<file path="src/rtl/fetch_pkg.sv">
// Shared types and constants for the LEGv8 instruction fetch sequencer.
package fetch_pkg;

    typedef enum logic [1:0] {
        BOOT,
        FETCH,
        HOLD
    } fetch_state_t;

    localparam int          IMM_SHIFT     = 2;
    localparam logic [63:0] PC_ALIGN_MASK = 64'hFFFF_FFFF_FFFF_FFFC;

endpackage

</file>
<file path="src/rtl/branch_target_calc.sv">
// Combinational next-PC selection: sequential step, PC-relative word offset, or BR register target.
module branch_target_calc
    import fetch_pkg::*;
#(
    parameter int ADDR_W  = 64,
    parameter int PC_STEP = 4
) (
    input  logic [ADDR_W-1:0] instr_pc,
    input  logic [ADDR_W-1:0] BusImm,
    input  logic [ADDR_W-1:0] BusReg,
    input  logic              redirect_valid,
    input  logic              redirect_reg,
    output logic [ADDR_W-1:0] next_pc
);

    logic [ADDR_W-1:0] imm_offset;
    logic [ADDR_W-1:0] raw_target;

    // BusImm counts words; bits shifted past the top are simply lost, and sums wrap.
    always_comb begin
        imm_offset = BusImm << IMM_SHIFT;
        raw_target = instr_pc + ADDR_W'(PC_STEP);
        if (redirect_valid) begin
            raw_target = redirect_reg ? BusReg : (instr_pc + imm_offset);
        end
        next_pc = raw_target & PC_ALIGN_MASK[ADDR_W-1:0];
    end

endmodule

</file>
<file path="src/rtl/fetch_sequencer.sv">
// Multi-cycle fetch controller: owns the PC, one imem request in flight, holds the word for decode.
// Optional FETCH_PERF_EN adds perf_fetch / perf_stall event counters.
module fetch_sequencer
    import fetch_pkg::*;
#(
    parameter int ADDR_W  = 64,
    parameter int INSTR_W = 32,
    parameter int PC_STEP = 4
) (
    input  logic               CLK,
    input  logic               Reset_L,
    input  logic [ADDR_W-1:0]  StartPC,
    output logic               imem_req,
    output logic [ADDR_W-1:0]  imem_addr,
    input  logic               imem_ack,
    input  logic [INSTR_W-1:0] imem_rdata,
    output logic               instr_valid,
    output logic [INSTR_W-1:0] instr,
    output logic [ADDR_W-1:0]  instr_pc,
    input  logic               instr_ready,
    input  logic               redirect_valid,
    input  logic               redirect_reg,
    input  logic [ADDR_W-1:0]  BusImm,
    input  logic [ADDR_W-1:0]  BusReg
`ifdef FETCH_PERF_EN
    ,
    output logic [31:0]        perf_fetch,
    output logic [31:0]        perf_stall
`endif
);

    fetch_state_t      state, state_next;
    logic [ADDR_W-1:0] pc;
    logic [ADDR_W-1:0] next_pc;
    logic              boot_load;
    logic              ack_take;
    logic              handshake;

    branch_target_calc #(
        .ADDR_W (ADDR_W),
        .PC_STEP(PC_STEP)
    ) u_target (
        .instr_pc      (instr_pc),
        .BusImm        (BusImm),
        .BusReg        (BusReg),
        .redirect_valid(redirect_valid),
        .redirect_reg  (redirect_reg),
        .next_pc       (next_pc)
    );

    always_ff @(posedge CLK or negedge Reset_L) begin
        if (!Reset_L) begin
            state <= BOOT;
        end else begin
            state <= state_next;
        end
    end

    // An ack only counts in FETCH, so a stale ack during BOOT or HOLD is ignored.
    always_comb begin
        state_next = state;
        boot_load  = 1'b0;
        ack_take   = 1'b0;
        handshake  = 1'b0;
        case (state)
            BOOT: begin
                boot_load  = 1'b1;
                state_next = FETCH;
            end
            FETCH: begin
                if (imem_ack) begin
                    ack_take   = 1'b1;
                    state_next = HOLD;
                end
            end
            HOLD: begin
                if (instr_ready) begin
                    handshake  = 1'b1;
                    state_next = FETCH;
                end
            end
            default: state_next = BOOT;
        endcase
    end

    always_ff @(posedge CLK or negedge Reset_L) begin
        if (!Reset_L) begin
            pc          <= '0;
            imem_req    <= 1'b0;
            instr_valid <= 1'b0;
            instr       <= '0;
            instr_pc    <= '0;
        end else begin
            if (boot_load) begin
                pc       <= StartPC;
                imem_req <= 1'b1;
            end
            if (ack_take) begin
                instr       <= imem_rdata;
                instr_pc    <= pc;
                instr_valid <= 1'b1;
                imem_req    <= 1'b0;
            end
            if (handshake) begin
                pc          <= next_pc;
                instr_valid <= 1'b0;
                imem_req    <= 1'b1;
            end
        end
    end

    // The PC register only changes when no request is outstanding, so it doubles as the address.
    assign imem_addr = pc;

`ifdef FETCH_PERF_EN
    always_ff @(posedge CLK or negedge Reset_L) begin
        if (!Reset_L) begin
            perf_fetch <= '0;
            perf_stall <= '0;
        end else begin
            if (handshake) begin
                perf_fetch <= perf_fetch + 32'd1;
            end
            if (imem_req && !imem_ack) begin
                perf_stall <= perf_stall + 32'd1;
            end
        end
    end
`endif

endmodule

</file>
<file path="config.mk">
export PLATFORM = sky130hd
export DESIGN_NAME = fetch_sequencer
export DESIGN_NICKNAME = d
export VERILOG_FILES = /design/src/rtl/fetch_pkg.sv /design/src/rtl/branch_target_calc.sv /design/src/rtl/fetch_sequencer.sv
export SDC_FILE = /design/constraint.sdc
export NUM_CORES = 1
export LEC_CHECK = 0
export ABC_AREA = 1
export CAP_MARGIN = 15
export CORE_ASPECT_RATIO = 0.8
export CORE_MARGIN = 2
export CORE_UTILIZATION = 24
export DETAILED_ROUTE_END_ITERATION = 10
export GPL_TIMING_DRIVEN = 1
export PLACE_DENSITY = 0.54
export SETUP_SLACK_MARGIN = 0.5
export SYNTH_ARGS = -nofsm -noshare
export SYNTH_HDL_FRONTEND = slang
export SYNTH_SLANG_ARGS = --single-unit
</file>
<file path="constraint.sdc">
create_clock -name CLK -period 2.49 [get_ports CLK]
set_input_delay 0.747 -clock CLK [delete_from_list [all_inputs] [get_ports CLK]]
set_output_delay 0.747 -clock CLK [all_outputs]
set_load 0.1 [all_outputs]
</file>
==> impl_metrics.csv <==
group,metric,value,unit
critical_path,ff2ff_path_depth,15,
sta,setup_viol_count_final,0,
critical_path,path_buf_inv,2,
yosys,synth_top_area_share,27.3,%
sta,post-route-period-util,99.8,%
sta,finalHoldViolCount,0,
clock_network,clock_latency,0.46,ns
critical_path,slowest_stage,"dfrtp_4",
route,ant_nets,0,
floorplan,die_area,0.0647,mm²
route,routed_wl,85200,µm
placed_design,gp_congestion,0.994,
yosys,synth_seq_cells,164,
yosys,ys_types,48,
layout,multi_input_area,0.0132,mm²
critical_path,worstSetupStartpointType,"flip-flop",
sta,rsz0062_at_grt,"true",
route,viasPerCell,4.82,
route,drtPass1Iterations,6,
critical_path,cp.required,2.84,ns
yosys,synth_edf_count,0,
global_route,grt_use_total,25.4,%
global_route,grt_pass1_vias,18880,
critical_path,max_stage_delay,0.52,ns
critical_path,crit_fanout,4,
floorplan,rows,82,
global_route,grt_antenna_before_repair,2,
yosys,syn-num-nets,2809,
layout,num-nets-final,3502,
clock_network,clockBufferDepth,2,
placed_design,numPortBuffers,387,
outcome,status,"finished clean",
yosys,synth.largest_area_cell,"dfrtp_1",
layout,syn2layout_area_growth,84.0,%
yosys,ys_warn_count,0,
layout,final_common_cell,"nand2_1",
sta,fmax,402,MHz
sta,slew_headroom,66.7,%
critical_path,crit_family,"simple AND/OR/NAND/NOR gates",
sta,worst_clock_skew,0.0130,ns
yosys,synth_cells,2516,
layout,drive_gt1_share,41.7,%
global_route,grt_max_degree,72,
power_and_ir_drop,max-vdd-ir-drop,0.949,mV
critical_path,reg2reg_slack,0.005,ns
layout,seqCellArea,0.00429,mm²
global_route,grt.overflow.total,0,
critical_path,cp_common_cell,"nand2_4",
route,vias,19580,
floorplan,ioPinCount,392,
yosys,yosys-top-cells-area,"dfrtp_1 27%, nand2_1 24%, inv_1 8.2%",
worst_hold_path,hold_path_class,"in2async",
clock_network,tritoncts,"done",
route,drc,0,
job,max-cap-violations,0,
floorplan,start_util,24.1,%
clock_network,cts_buffers,17,
yosys,ys_async_sr_fraction,100,%
critical_path,crit_chain,"ha_4 -> nand2_4 -> inv_4 -> nand2_2 -> nor3_2 -> nand2_2 -> nand2_4 -> nand2_4 -> buf_6 -> nand3_2 -> nand3_2 -> o211ai_1 -> nand2_1 -> nand3_1 -> nand2_1",
power_and_ir_drop,leakage,13.0,nW
clock_network,clk_pin_slew,0.07,ns
clock_network,clock-sinks,164,
route,wl_per_cell,21.0,µm
layout,final_cell_mix,"688 x nand2_1, 358 x buf_4, 286 x inv_1",
sta,setup_tns,0,ns
critical_path,crit_type,"reg2reg",
critical_path,endpoint_kind,"flip-flop",
sta,finalCriticalPeriod,2.48,ns
power_and_ir_drop,p_per_area,1480,mW/mm²
sta,tightest_slew,0.494,ns
clock_network,cts-root-buf,"clkbuf_16",
route,drtIter0Drc,1861,
critical_path,crit_cells,15,
sta,hold_ws,0.221,ns
floorplan,die_h,228,µm
clock_network,htreeDepth,4,
yosys,synthesis.area,0.0151,mm²
yosys,avgSynthCellArea,5.98,µm²
placed_design,place_hpwl,70100,µm
global_route,grt_first_pass_wirelength,122000,µm
floorplan,die_w,284,µm
yosys,ys_seq_area_share,27.3,%
floorplan,coreArea,0.0624,mm²
sta,slew_viol_final,0,
critical_path,arrival,2.83,ns
layout,n_fill_cell,6397,
yosys,synthFlopType,"dfrtp_1",
[path summary, 6_finish.rpt]
path                                    from             to
worst max-delay path            instr_pc[12]  imem_addr[23]
worst min-delay path                 Reset_L       state[0]
worst max register to register  instr_pc[12]  imem_addr[23]
worst min register to register      instr[1]       instr[1]
max in group asynchronous            Reset_L   instr_pc[49]
min in group CLK                    instr[1]       instr[1]
[layer usage]
layer  track usage (%)  part of all wire (%)  vias to the layer above
met5                 0                 0.029                        -
met4              5.71                   2.2                        4
met3              5.35                   8.9                       88
met2              39.7                    45                      748
met1              35.9                    44                     9414
li1                  -                     -                     9326
[stage by stage]
step | cell area, µm² | power (W) | util [%] | std cells | setup slack, ns
5_1_grt | 27700 | 0.0429 | 44.4 | 4062 | -0.0733
4_1_cts | 25800 | 0.0379 | 41.3 | 4041 | 0.00647
6_report | 27700 | 0.0410 | 44.4 | 4063 | 0.00510
3_5_place_dp | 22900 | 0.0321 | 36.7 | 3970 | -0.842
2_1_floorplan | 16200 | 0.0225 | - | 2516 | 0.145
3_3_place_gp | 22900 | 0.0321 | 36.7 | 3970 | -0.829
[sequential cells by signal, summed over array words and instances, names as in the netlist]
register and count:
imem_addr 64, instr_pc 64, instr 32, state 2, imem_req 1, instr_valid 1
[final cells by class]
cell class	count	area share (%)
Clock buffer	18	1.55
Tap cell	840	3.79
Timing Repair Buffer	745	26.4
Antenna cell	1	0.00903
Clock inverter	14	0.601
Sequential cell	164	15.5
Inverter	339	4.65
Multi-Input combinational cell	1942	47.5
[report_power, final]
part | switching [W] | total [W] | internal, W
Sequential | 0.00190 | 0.00608 | 0.00418
Clock | 0.00125 | 0.00276 | 0.00151
Combinational | 0.0213 | 0.0322 | 0.0108
[synth_stat cells (3+ instances only)]
| cell | instances |
|---|---|
| nand2_1 | 945 |
| inv_1 | 328 |
| nor2_1 | 257 |
| dfrtp_1 | 164 |
| o21ai_0 | 147 |
| a21oi_1 | 130 |
| nand3_1 | 118 |
| xor2_1 | 65 |
| ha_1 | 62 |
| clkbuf_1 | 51 |
| nor3_1 | 34 |
| o21a_1 | 32 |
| nand4_1 | 26 |
| buf_2 | 18 |
| nor2_2 | 16 |
| nor3_2 | 16 |
| o21ai_1 | 14 |
| o21bai_1 | 14 |
| inv_2 | 10 |
| o211ai_1 | 9 |
| nor4_1 | 6 |
| nand3_2 | 5 |
| a22oi_1 | 4 |
| a31oi_1 | 4 |
| nand2_2 | 4 |
| nor2_4 | 4 |
| xnor2_1 | 4 |
| and3_1 | 3 |
[worst register-to-register path, cell delays in order (launching register included)]
cell and delay [ns]:
dfrtp_4 0.52, ha_4 0.33, nand2_4 0.08, inv_4 0.07
nand2_2 0.07, nor3_2 0.19, nand2_2 0.10, nand2_4 0.11
nand2_4 0.07, buf_6 0.11, nand3_2 0.05, nand3_2 0.05
o211ai_1 0.21, nand2_1 0.23, nand3_1 0.14, nand2_1 0.05
[timing repair]
action / CTS / global route
buffers inserted: 39 / 21
gates resized for setup: 664 / 451
setup endpoints to repair: 125 / 134
endpoints found under the hold margin: 0 / 0
pin swaps: 263 / 208
hold buffers: 0 / 0
[logic make-up after synthesis]
family,count (synthesis),share of synthesized area [%]
DFF,164,27.3
adders and majority gates,63,5.29
AOI/OAI and AO/OA,365,13.4
and+or+nand+nor,1445,39.7
xor gates and xnor gates,69,4.02
buffers and inverters,410,10.4
(Power assumes the default switching activity.)
